===== src/rtl/scan_counter_display_pkg.sv =====
// Shared constants for the scan counter display: digit width, blank pattern,
// active-low hex glyph table and the radix-dependent digit maximum.
package scan_counter_display_pkg;

  localparam int DIGIT_W = 4;
  localparam logic [6:0] SEG_BLANK = 7'h7F;

  // Active-low glyphs, bit order gfedcba; entry n is the glyph for hex digit n.
  localparam logic [15:0][6:0] GLYPHS = {
    7'h0E, 7'h06, 7'h21, 7'h46,   // F E d C
    7'h03, 7'h08, 7'h10, 7'h00,   // b A 9 8
    7'h78, 7'h02, 7'h12, 7'h19,   // 7 6 5 4
    7'h30, 7'h24, 7'h79, 7'h40    // 3 2 1 0
  };

  function automatic logic [DIGIT_W-1:0] digit_max(input bit radix_bcd);
    return radix_bcd ? 4'd9 : 4'hF;
  endfunction

endpackage


===== src/rtl/scan_counter_display_seg7_decode.sv =====
// Combinational 4-bit digit to active-low 7-segment pattern, with blanking.
module seg7_decode
  import scan_counter_display_pkg::*;
(
  input  logic [DIGIT_W-1:0] value,
  input  logic               blank,
  output logic [6:0]         seg
);

  always_comb begin
    seg = blank ? SEG_BLANK : GLYPHS[value];
  end

endmodule


===== src/rtl/scan_counter_display.sv =====
// Multi-digit BCD/hex up/down counter with ripple carry, load, wrap pulse,
// and a multiplexed common-anode 7-segment driver with leading-zero blanking.
module scan_counter_display
  import scan_counter_display_pkg::*;
#(
  parameter int NUM_DIGITS = 8,
  parameter int TICK_DIV   = 100000000,
  parameter int SCAN_DIV   = 100000,
  parameter int RADIX_BCD  = 1,
  parameter int BLANK_LZ   = 1
) (
  input  logic                          clk,
  input  logic                          rst_n,
  input  logic                          up,
  input  logic                          en,
  input  logic                          load,
  input  logic [DIGIT_W*NUM_DIGITS-1:0] load_val,
  output logic [DIGIT_W*NUM_DIGITS-1:0] count_o,
  output logic                          wrap_o,
  output logic [NUM_DIGITS-1:0]         an,
  output logic [6:0]                    seg
);

  localparam int TW = (TICK_DIV > 1)   ? $clog2(TICK_DIV)   : 1;
  localparam int SW = (SCAN_DIV > 1)   ? $clog2(SCAN_DIV)   : 1;
  localparam int IW = (NUM_DIGITS > 1) ? $clog2(NUM_DIGITS) : 1;
  localparam logic [TW-1:0]      TICK_LAST = TW'(TICK_DIV - 1);
  localparam logic [SW-1:0]      SCAN_LAST = SW'(SCAN_DIV - 1);
  localparam logic [IW-1:0]      IDX_LAST  = IW'(NUM_DIGITS - 1);
  localparam logic [DIGIT_W-1:0] DMAX      = digit_max(RADIX_BCD != 0);

  logic [NUM_DIGITS-1:0][DIGIT_W-1:0] count_q, count_nxt, load_sat;
  logic [NUM_DIGITS-1:0]              blank;
  logic                               carry_out;
  logic [TW-1:0]                      tick_cnt;
  logic                               tick;
  logic [SW-1:0]                      scan_cnt;
  logic [IW-1:0]                      scan_idx;
  logic [6:0]                         seg_dec;

  assign tick    = en && (tick_cnt == TICK_LAST);
  assign count_o = count_q;

  // Per-digit load saturation: BCD digits above 9 clamp to 9.
  generate
    for (genvar i = 0; i < NUM_DIGITS; i++) begin : g_digit
      logic [DIGIT_W-1:0] lv;
      assign lv          = load_val[i*DIGIT_W +: DIGIT_W];
      assign load_sat[i] = ((RADIX_BCD != 0) && (lv > 4'd9)) ? 4'd9 : lv;
    end
  endgenerate

  // Ripple carry/borrow resolved combinationally across all digits.
  always_comb begin
    logic c;
    logic at_end;
    count_nxt = count_q;
    c         = 1'b1;
    at_end    = 1'b0;
    for (int i = 0; i < NUM_DIGITS; i++) begin
      at_end = up ? (count_q[i] >= DMAX) : (count_q[i] == '0);
      if (c) begin
        if (up) count_nxt[i] = at_end ? '0   : count_q[i] + 4'd1;
        else    count_nxt[i] = at_end ? DMAX : count_q[i] - 4'd1;
      end
      c = c & at_end;
    end
    carry_out = c;
  end

  // A digit is blank when it and every higher digit are zero; digit 0 never blanks.
  always_comb begin
    logic nz;
    blank = '0;
    nz    = 1'b0;
    for (int i = NUM_DIGITS - 1; i >= 0; i--) begin
      nz       = nz | (count_q[i] != '0);
      blank[i] = (BLANK_LZ != 0) && (i != 0) && !nz;
    end
  end

  always_ff @(posedge clk or negedge rst_n) begin
    if (!rst_n) begin
      count_q  <= '0;
      tick_cnt <= '0;
      wrap_o   <= 1'b0;
    end else begin
      wrap_o <= 1'b0;
      if (load) begin
        count_q  <= load_sat;
        tick_cnt <= '0;
      end else if (en) begin
        if (tick) begin
          tick_cnt <= '0;
          count_q  <= count_nxt;
          wrap_o   <= carry_out;
        end else begin
          tick_cnt <= tick_cnt + TW'(1);
        end
      end
    end
  end

  seg7_decode u_dec (
    .value (count_q[scan_idx]),
    .blank (blank[scan_idx]),
    .seg   (seg_dec)
  );

  // an and seg share one register stage so they always switch on the same edge.
  always_ff @(posedge clk or negedge rst_n) begin
    if (!rst_n) begin
      scan_cnt <= '0;
      scan_idx <= '0;
      an       <= '1;
      seg      <= SEG_BLANK;
    end else begin
      if (scan_cnt == SCAN_LAST) begin
        scan_cnt <= '0;
        scan_idx <= (scan_idx == IDX_LAST) ? '0 : scan_idx + IW'(1);
      end else begin
        scan_cnt <= scan_cnt + SW'(1);
      end
      an  <= ~(NUM_DIGITS'(1) << scan_idx);
      seg <= seg_dec;
    end
  end

endmodule


===== config.mk =====
export PLATFORM = sky130hd
export DESIGN_NAME = scan_counter_display
export DESIGN_NICKNAME = d
export VERILOG_FILES = /design/src/rtl/scan_counter_display_pkg.sv /design/src/rtl/scan_counter_display_seg7_decode.sv /design/src/rtl/scan_counter_display.sv
export SDC_FILE = /design/constraint.sdc
export NUM_CORES = 1
export LEC_CHECK = 0
export CAP_MARGIN = 5
export CORE_MARGIN = 2
export CORE_UTILIZATION = 55
export DETAILED_ROUTE_END_ITERATION = 8
export GPL_TIMING_DRIVEN = 0
export MAX_ROUTING_LAYER = met4
export PLACE_DENSITY = 0.9
export SYNTH_ARGS = -nofsm -noshare
export SYNTH_HDL_FRONTEND = slang
export SYNTH_HIERARCHICAL = 1
export SYNTH_SLANG_ARGS = --single-unit

===== constraint.sdc =====
create_clock -name clk -period 5.8 [get_ports clk]
set_input_delay 1.16 -clock clk [delete_from_list [all_inputs] [get_ports clk]]
set_output_delay 1.16 -clock clk [all_outputs]
set_load 0.1 [all_outputs]

=== Word level (Yosys, flattened, before mapping) ===
Memories as Yosys holds them, arrays and structs flattened.
Index checks and enable logic that the tools add are counted.

* $add $sub $neg: 19
* Bitwise operators: 14
* Mux-type cells: 64
* Magnitude comparators: 18
* Multipliers: 0
* Div/mod/pow operators: 0
* Shift operators: 1
* Eq/ne operators: 3
* Reduce and logical (&&, ||, !) cells: 40

{| class="wikitable"
|+ Operators with widths
! operator !! number
|-
| 4-bit 2-to-1 mux || 40
|-
| 32-bit 2-to-1 mux || 3
|-
| 27-bit 2-to-1 mux || 3
|-
| 4-bit by 1-bit adder with 4-bit output (second input constant) || 8
|-
| 4-bit >= comparator (second input constant) || 8
|-
| 4-bit > comparator (second input constant) || 8
|-
| 4-bit logical NOT || 8
|-
| 4-bit by 1-bit subtractor with 4-bit output (second input constant) || 8
|-
| 4-bit nonzero test || 7
|-
| 27-bit by 1-bit adder with 27-bit output (second input constant) || 1
|-
| 27-bit == test (second input constant) || 1
|-
| 3-bit AND reduction || 7
|-
| 2-bit nonzero test || 9
|-
| 17-bit by 1-bit adder with 17-bit output (second input constant) || 1
|-
| 17-bit == test (second input constant) || 1
|-
| 17-bit 2-to-1 mux || 1
|-
| 7-bit 2-to-1 mux || 2
|-
| 4-bit binary-select mux with 3-bit select || 1
|-
| 1-bit 2-to-1 mux || 12
|-
| 8-bit NOT || 1
|-
| 1-bit by 3-bit left shift with 8-bit output (first input constant) || 1
|-
| 1-bit AND || 7
|-
| 1-bit logical NOT || 7
|-
| 1-bit OR || 6
|-
| other kinds (8) || 8
|}

* Bits in registers: 95
* ROM bits: 112
* Latch bits: 0
* Logic and storage cells: 174
* Memory bits (writable): 0
* Memories kept: 1
* Bits of input ports: 37
* Output and inout port bits: 48

{| class="wikitable"
|+ Memories
! name !! words !! width !! rd ports !! clocked after Yosys merged registers in !! wr ports !! line !! source
|-
| (name not given) || 16 || 7 || 1 || 0 || 0 || scan_counter_display_seg7_decode.sv:11 || <nowiki>seg = blank ? SEG_BLANK : GLYPHS[value];</nowiki>
|}

=== Depth between registers and ports, before layout ===
Gate-level depths: netlist (run 1).

* Depth in word-level cells: 12
* Mapped depth: 9
* Gate-level depth less buffers: 8

=== By module ===
Netlist (run 1), hierarchy kept.

{| class="wikitable"
|+ Modules (own cells, without submodules)
! module !! area an instance (µm²) !! cells an instance !! instances !! sequential area each (µm²)
|-
| scan_counter_display || 6,722.7 || 724 || 1 || 2,396.0
|-
| seg7_decode || 299.0 || 35 || 1 || 0.0
|}

=== Worst setup path before layout (run 1) ===
OpenSTA, ideal clock, no wires.

* Path kind: register to register
* Start: register count_q, in the netlist count_o[25]
* End: register seg[3]
* Cell stages (with the launch flop): 10
* Clock period less this slack: 3.408 ns
* Slack: 2.392 ns
* Buffers on the path: 1
* Arrival: 3.327 ns
* Data required time: 5.719 ns
* Setup time: 0.081 ns
* Path through: dfrtp_1 inv_1 ha_1 or3b_1 clkbuf_1 nor3_1 nand3_1 a2111oi_0 nor2b_1 a32oi_1

* Longest elaborated chain between the ends: 11
* Elaborated cells between the ends (all ways): 20
* Those cells by class: mux (6); bitwise (6); reduce/logical (7); memory (1)

{| class="wikitable"
|+ RTL lines
! item !! line !! source
|-
| start: declaration || scan_counter_display.sv:32 || <nowiki>logic [NUM_DIGITS-1:0][DIGIT_W-1:0] count_q, count_nxt, load_sat;</nowiki>
|-
| start signal: assignment || scan_counter_display.sv:90 || <nowiki>count_q <= load_sat;</nowiki>
|-
| start signal: assignment || scan_counter_display.sv:95 || <nowiki>count_q <= count_nxt;</nowiki>
|-
| 4-bit nonzero test || scan_counter_display.sv:77 || <nowiki>nz = nz | (count_q[i] != '0);</nowiki>
|-
| 1-bit OR (6 in series) || scan_counter_display.sv:77 ||
|-
| 1-bit logical NOT || scan_counter_display.sv:78 || <nowiki>blank[i] = (BLANK_LZ != 0) && (i != 0) && !nz;</nowiki>
|-
| 1-bit binary-select mux with 3-bit select || scan_counter_display.sv:106 || <nowiki>.blank (blank[scan_idx]),</nowiki>
|-
| 1-bit 2-to-1 mux (not written as such) || scan_counter_display.sv:106 ||
|-
| 7-bit 2-to-1 mux * || scan_counter_display_seg7_decode.sv:11 ||
|-
| net seg_dec[3] || scan_counter_display.sv:39 || <nowiki>logic [6:0] seg_dec;</nowiki>
|-
| end signal: assignment || scan_counter_display.sv:125 || <nowiki>seg <= seg_dec;</nowiki>
|-
| end: declaration || scan_counter_display.sv:21 || <nowiki>output logic [6:0] seg</nowiki>
|}

Mark *: on every way through the listed nets, which the timed path passes. The rest lies on a longest branch. The select of a mux whose other input is x is not followed.
A chain may end at the register's enable or synchronous reset.

=== Final worst setup path (run 1) ===
* Start: input up
* End: register count_q, in the netlist count_o[18]

* Longest elaborated chain between the ends: 7
* Elaborated cells between the ends (all ways): 17
* Those cells by class: mux (12); bitwise (3); reduce/logical (2)

{| class="wikitable"
|+ RTL lines
! item !! line !! source
|-
| start: declaration || scan_counter_display.sv:14 || <nowiki>input logic up,</nowiki>
|-
| 1-bit 2-to-1 mux || scan_counter_display.sv:61 || <nowiki>at_end = up ? (count_q[i] >= DMAX) : (count_q[i] == '0);</nowiki>
|-
| 4-bit 2-to-1 mux, on equally long branches || scan_counter_display.sv:64, scan_counter_display.sv:63 ||
|-
| 4-bit 2-to-1 mux || scan_counter_display.sv:63 || <nowiki>if (up) count_nxt[i] = at_end ? '0 : count_q[i] + 4'd1;</nowiki>
|-
| 4-bit 2-to-1 mux || scan_counter_display.sv:62 || <nowiki>if (c) begin</nowiki>
|-
| 32-bit 2-to-1 mux || scan_counter_display.sv:93 || <nowiki>if (tick) begin</nowiki>
|-
| 32-bit 2-to-1 mux || scan_counter_display.sv:92 || <nowiki>end else if (en) begin</nowiki>
|-
| 32-bit 2-to-1 mux || scan_counter_display.sv:89 || <nowiki>if (load) begin</nowiki>
|}

Several ways; a longest one is shown, not always the timed one. The select of a mux whose other input is x is not followed.

==> flow_summary_export.csv, run 1 <==
group,metric,value,unit
route,maxUsedRoutingLayer,"met4",
die,dieHeight,117,µm
die,rows,41,
yosys,synth_top_area_share,28.5,%
yosys,synth_cells,759,
yosys,synth_xor_area_share,5.74,%
yosys,synthFlopType,"dfrtp_1",
power,p_leak,0.00346,µW
job,cap_violations,0,
die,io_pins,85,
die,die_w,117,µm
yosys,synthesis.nets,840,
yosys,ys_top_cells_by_area,"dfrtp_1 (29%), ha_1 (7.8%), dfstp_2 (5.6%)",
layout,nFillCells,980,
yosys,synth_adder_area_share,7.84,%
grt,grt_pass1_wl,29.5,mm
clock_network,clockBufferDepth,2,
sta,hold_viol_final,0,
die,dieArea,13700,µm²
yosys,synth.distinct_cells,85,
route,wl,18.0,mm
clock_network,cts_tree,"built",
clock_network,cts-buffers-inserted,9,
place,gp_congestion,0.939,
power,total_power,2170,µW
layout,n_antenna_cell,0,
setup_path,crit_fanout,10,
power,clkPwrFrac,31.4,%
place,dp_hpwl,13.0,mm
sta,worst_pin_slew,1.00,ns
layout,multi_input_area,4280,µm²
route,first_pass_iters,8,
yosys,yosysMostFrequentCell,"dfrtp_1",
layout,seq_area,2400,µm²
sta,final-setup-viol-count,0,
clock_network,ctsHtreeMaxLevel,3,
grt,grt_max_degree,59,
clock_network,cts_resized,0,
yosys,netlist_top_cells_count,"dfrtp_1 (80), nand2_1 (77), nor2_1 (65)",
setup_path,crit_required,6.02,ns
clock_network,post-cts-setup-buffer-count,0,
clock_network,clk_pin_slew,0.07,ns
yosys,synth_compound_area_share,15.4,%
setup_path,crit_slowest_cell,"clkdlybuf4s50_1",
status,outcome,"finished, final reports clean",
grt,overflow,0,
clock_network,cts-root-buf,"clkbuf_16",
route,vias,6248,
grt,antenna_found_initial,0,
route,via_per_inst,6.06,
sta,timing.fmax,266,MHz
sta,rsz0062_at_grt,"no",
setup_path,cpPeakStageDelay,0.71,ns
yosys,synth.largest_area_cell,"dfrtp_1",
die,core_area,12500,µm²
yosys,synth_area,7020,µm²
sta,slew_headroom,33.0,%
setup_path,path_class,"in2reg",
route,wire_per_inst,17.4,µm
sta,slew_viol_final,0,
setup_path,path_cells,"clkdlybuf4s50_1 -> buf_4 -> buf_2 -> buf_1 -> clkbuf_1 -> a31oi_1 -> mux2i_1 -> o21ai_1",
die,start_util,56.1,%
place,portBuffers,82,
hold_path,hold_class,"reg2reg",
sta,timing.final.crit_share,64.9,%
route,drc_errors,0,
yosys,syn_area_per_cell,9.25,µm²
route,wl_met1,7.75,mm
yosys,async_reset_ff_share,100,%
yosys,synth_top_family_by_area,"simple AND/OR/NAND/NOR gates",
yosys,yosysWarnings,6,
setup_path,arrival,3.98,ns
setup_path,startpoint_type,"primary input",
sta,period_needed,3.76,ns
layout,syn_to_final_growth,20.1,%
power,power_per_cell_area,257,nW/µm²
yosys,synth-edff-count,0,
power,p_int,1340,µW
power,vdd_drop_max,0.000136,V
clock_network,clk_latency,0.36,ns
route,drt_iter0_drc,536,
clock_network,cts_sinks,95,
grt,grt_usage,28.3,%
power,net-switching-power,830,µW
yosys,synth-simple-area-share,24.3,%
yosys,synthMuxAreaShare,7.57,%
route,wl_met3,1.30,mm
setup_path,cp-end-kind,"register",
clock_network,cts_hold_buf,0,
sta,fin_tns_setup,0,ns
route,ant_nets,0,
layout,final_nets,935,
sta,fin_skew,0.00890,ns
power,pwr-share-comb,34.0,%
grt,grt_pass1_vias,5929,
layout,layout-drive-gt1-share,12.0,%
yosys,yosysSeqAreaShare,34.1,%
power,power_frac_seq,34.6,%
yosys,yosys_register_bits,95,
route,wl_met2,8.51,mm
power,switching_share,38.3,%
## area by class of cell
| type | instances | share of cell area (%) |
|---|---|---|
| timing repair buffer | 84 | 10.2 |
| inverter | 35 | 1.56 |
| tap | 172 | 2.55 |
| sequential | 95 | 28.4 |
| clock buffer | 10 | 2.83 |
| clock inverter | 6 | 1.19 |
| multi-input combinational | 585 | 50.7 |
| buffer | 44 | 2.61 |
## metrics by stage
| stage | utilization, % | hold slack [ns] | cell area [µm²] | setup WS [ns] | cells |
|---|---|---|---|---|---|
| after floorplan | - | 0.439 | 7020 | 2.39 | 759 |
| after global placement | 64.4 | 0.458 | 8060 | 0.132 | 1013 |
| after detailed placement | 64.7 | 0.460 | 8100 | 1.79 | 1015 |
| after CTS | 67.4 | 0.475 | 8430 | 2.15 | 1031 |
| after global routing | 67.4 | 0.511 | 8430 | 1.96 | 1031 |
| final | 67.4 | 0.473 | 8430 | 2.04 | 1031 |
## logic make-up after synthesis
family | Yosys count
AO/OA/AOI/OAI | 156
XOR/XNOR | 46
adder cells (fa/ha/maj) | 44
buffers and inverters | 79
flip-flops | 95
multiplexers | 39
AND/OR/NAND/NOR | 300
## critical path: cells and delay by family
kind,cells,cell delay [ns]
AOI/OAI and AO/OA,2,0.26
buffers and inverters,5,2.34
muxes,1,0.22
## placed cells by master, fill, tap and decap left out, types with 7 or more instances in the layout
cell type and n:
a21oi_1 25, a31oi_1 7, and3_1 7, buf_2 8
clkbuf_1 24, clkbuf_16 9, clkdlybuf4s50_1 81, dfrtp_1 80
dfstp_2 15, ha_1 44, inv_1 33, mux2i_1 19
mux4_2 9, nand2_1 77, nand2b_1 12, nand3_1 30
nand3b_1 11, nand4_1 15, nor2_1 65, nor2b_1 13
nor3_1 17, nor3b_1 8, o21a_1 7, o21ai_0 46
o21ai_1 8, o22ai_1 9, o31ai_1 7, xnor2_1 23
xor2_1 23
## power groups by stage
stage	registers, µW	logic, µW	clock network [µW]
detailed placement	761	728	0
global route	755	784	714
floorplan	998	298	0
CTS	749	734	686
finish	750	737	680
global placement	760	714	0
## final timing paths
kind	from	end	slack [ns]	cells after the start
worst max-delay path	up	count_o[18]	2.04	8
worst min-delay path	scan_cnt[4]	scan_cnt[4]	0.47	1
worst max register to register	scan_idx[1]	seg[1]	2.37	8
worst min register to register	scan_cnt[4]	scan_cnt[4]	0.47	1
max in group asynchronous	rst_n	an[3]	4.32	2
min in group asynchronous	rst_n	tick_cnt[4]	0.76	1
## registers in the layout, summed over array words and instances (netlist names)
signal and flops:
count_o 32, tick_cnt 27, scan_cnt 17, an 8, seg 7, scan_idx 3, wrap_o 1
## per-layer routing
metal,GRT usage [%],vias up
li1,-,2910
met1,37.5,3009
met2,44.1,292
met3,5.25,37
met4,9.73,0
met5,-,-
Power figures use the tool's default switching activity.
==> run 2, diff against run 1 <==
--- a/config.mk
+++ b/config.mk
@@ -7,11 +7,11 @@
 export LEC_CHECK = 0
 export CAP_MARGIN = 5
 export CORE_MARGIN = 2
-export CORE_UTILIZATION = 55
+export CORE_UTILIZATION = 52
 export DETAILED_ROUTE_END_ITERATION = 8
 export GPL_TIMING_DRIVEN = 0
 export MAX_ROUTING_LAYER = met4
-export PLACE_DENSITY = 0.9
+export PLACE_DENSITY = 0.89
 export SYNTH_ARGS = -nofsm -noshare
 export SYNTH_HDL_FRONTEND = slang
 export SYNTH_HIERARCHICAL = 1
==> constraint.sdc (replaced) <==
create_clock -name clk -period 3.1 [get_ports clk]
set_input_delay 0.62 -clock clk [delete_from_list [all_inputs] [get_ports clk]]
set_output_delay 0.62 -clock clk [all_outputs]
set_load 0.1 [all_outputs]
==> flow_summary_export.csv, run 2 (synthesized netlist as in run 1, its figures left out) <==
group,metric,value,unit
place,place_inst,1018,
die,dieArea,14400,µm²
sta,timing.final.crit_share,95.6,%
clock_network,cts_hold_buf,0,
die,rows,42,
layout,n_antenna_cell,0,
setup_path,crit_required,3.38,ns
die,dieHeight,120,µm
grt,antenna_found_initial,0,
hold_path,hold_class,"in2async",
job,cap_violations,0,
die,core_area,13200,µm²
setup_path,path_cells,"inv_1 -> mux4_2 -> o21ai_2 -> inv_1 -> ha_1 -> or2_2 -> a311o_1",
clock_network,clk_pin_slew,0.07,ns
clock_network,post-cts-setup-buffer-count,0,
power,total_power,3870,µW
sta,worst_pin_slew,0.998,ns
die,start_util,53.2,%
place,dp_hpwl,13.1,mm
route,wl,18.1,mm
grt,overflow,0,
setup_path,cpPeakStageDelay,0.55,ns
clock_network,ctsHtreeMaxLevel,3,
grt,grt_usage,26.0,%
power,vdd_drop_max,0.000244,V
route,drt_iter0_drc,604,
sta,fin_skew,0.0115,ns
power,power_per_cell_area,460,nW/µm²
layout,seq_area,2410,µm²
die,die_w,120,µm
route,first_pass_iters,6,
sta,slew_headroom,33.3,%
clock_network,clk_latency,0.36,ns
setup_path,cp_top_family,"compound AO/OA/AOI/OAI gates",
layout,final_nets,933,
sta,hold_viol_final,0,
clock_network,cts_sinks,95,
layout,multi_input_area,4300,µm²
clock_network,clockBufferDepth,2,
route,drc_errors,0,
layout,largest_reg_flops,32,
setup_path,cp_common_cell,"inv_1",
place,dpl_cell_area,8100,µm²
setup_path,startpoint_type,"register",
route,via_per_inst,6.03,
layout,layout_common_cells,"clkdlybuf4s50_1 (81), nand2_1 (77), dfrtp_1 (72)",
setup_path,crit_slowest_cell,"mux4_2",
sta,final-setup-viol-count,0,
route,ant_nets,0,
clock_network,cts_tree,"built",
sta,slew_viol_final,0,
grt,grt_pass1_wl,29.0,mm
route,wire_per_inst,17.5,µm
die,io_pins,85,
setup_path,path_class,"reg2reg",
layout,final_area,8400,µm²
setup_path,cp-end-kind,"register",
setup_path,crit_buf_inv,2,
sta,timing.fmax,337,MHz
sta,period_needed,2.96,ns
layout,syn_to_final_growth,19.7,%
power,p_leak,0.00342,µW
clock_network,cts-root-buf,"clkbuf_16",
route,vias,6228,
place,portBuffers,82,
setup_path,crit_fanout,10,
clock_network,cts-buffers-inserted,9,
layout,layout-drive-gt1-share,13.2,%
layout,nFillCells,1036,
status,outcome,"finished, final reports clean",
place,gp_congestion,0.941,
grt,grt_max_degree,51,
setup_path,arrival,3.24,ns
layout,final_cells,1033,
layout,final_common_cell,"clkdlybuf4s50_1",
grt,grt_pass1_vias,5845,
[run 2: cell count changes in the layout (fill, tap and decap cells not counted), moves of 2 or more]
cell        previous run  this run
o21ai_0               46        44
o21ai_2                0         2
clkbuf_2               0         3
dfrtp_2                0         8
clkinvlp_4             0         2
dfrtp_1               80        72
inv_8                  2         0
bufinv_16              2         0
[run 2: worst register-to-register path, cell delays in order, from the launching register on]
cell and delay, ns:
dfrtp_1 0.54, inv_1 0.29, mux4_2 0.55, o21ai_2 0.36, inv_1 0.18, ha_1 0.33, or2_2 0.34, a311o_1 0.33
[run 2: per-layer routing]
layer	track usage, %	wire, µm	vias up
met4	11.4	448	0
met1	34.5	7520	2967
li1	-	-	2905
met5	-	0	-
met2	40.7	8790	312
met3	3.02	1340	44
[run 2: repair_timing]
action	CTS	global route
endpoints found under the setup margin	8	7
pin swaps	0	0
gates resized for setup	5	3
[run 2: stage by stage]
step	util [%]	hold slack [ns]	setup slack [ns]	TNS, ns
after global placement	61.3	0.458	-2.40	-184.75
final	63.7	0.284	0.135	0
after global routing	63.7	0.334	-0.00412	-0.00412
after detailed placement	61.4	0.458	-0.488	-5.75
after floorplan	-	0.324	0.0570	0
after CTS	63.6	0.303	0.0111	0
[run 2: path summary, 6_finish.rpt]
| kind | startpoint | endpoint | slack (ns) | cells after the start |
|---|---|---|---|---|
| min reg2reg | scan_cnt[4] | scan_cnt[4] | 0.47 | 1 |
| min | rst_n | tick_cnt[8] | 0.28 | 1 |
| max in group asynchronous | rst_n | an[7] | 2.09 | 2 |
| max | scan_idx[1] | seg[1] | 0.14 | 7 |
| max reg2reg | scan_idx[1] | seg[1] | 0.14 | 7 |
| min in group clk | scan_cnt[4] | scan_cnt[4] | 0.47 | 1 |
[run 2: cell type report]
| class | instances | share of cell area [%] |
|---|---|---|
| inverter | 35 | 1.56 |
| timing repair buffer | 83 | 10.1 |
| sequential | 95 | 28.6 |
| clock inverter | 2 | 0.179 |
| multi-input combinational | 585 | 51.2 |
| tap | 176 | 2.62 |
| buffer | 43 | 2.62 |
| clock buffer | 14 | 3.14 |
[run 2: where the power goes]
part | switching, µW | internal, µW | total [µW]
clock | 482 | 590 | 1070
combinational | 938 | 446 | 1380
sequential | 95.8 | 1320 | 1410
total | 1520 | 2350 | 3870
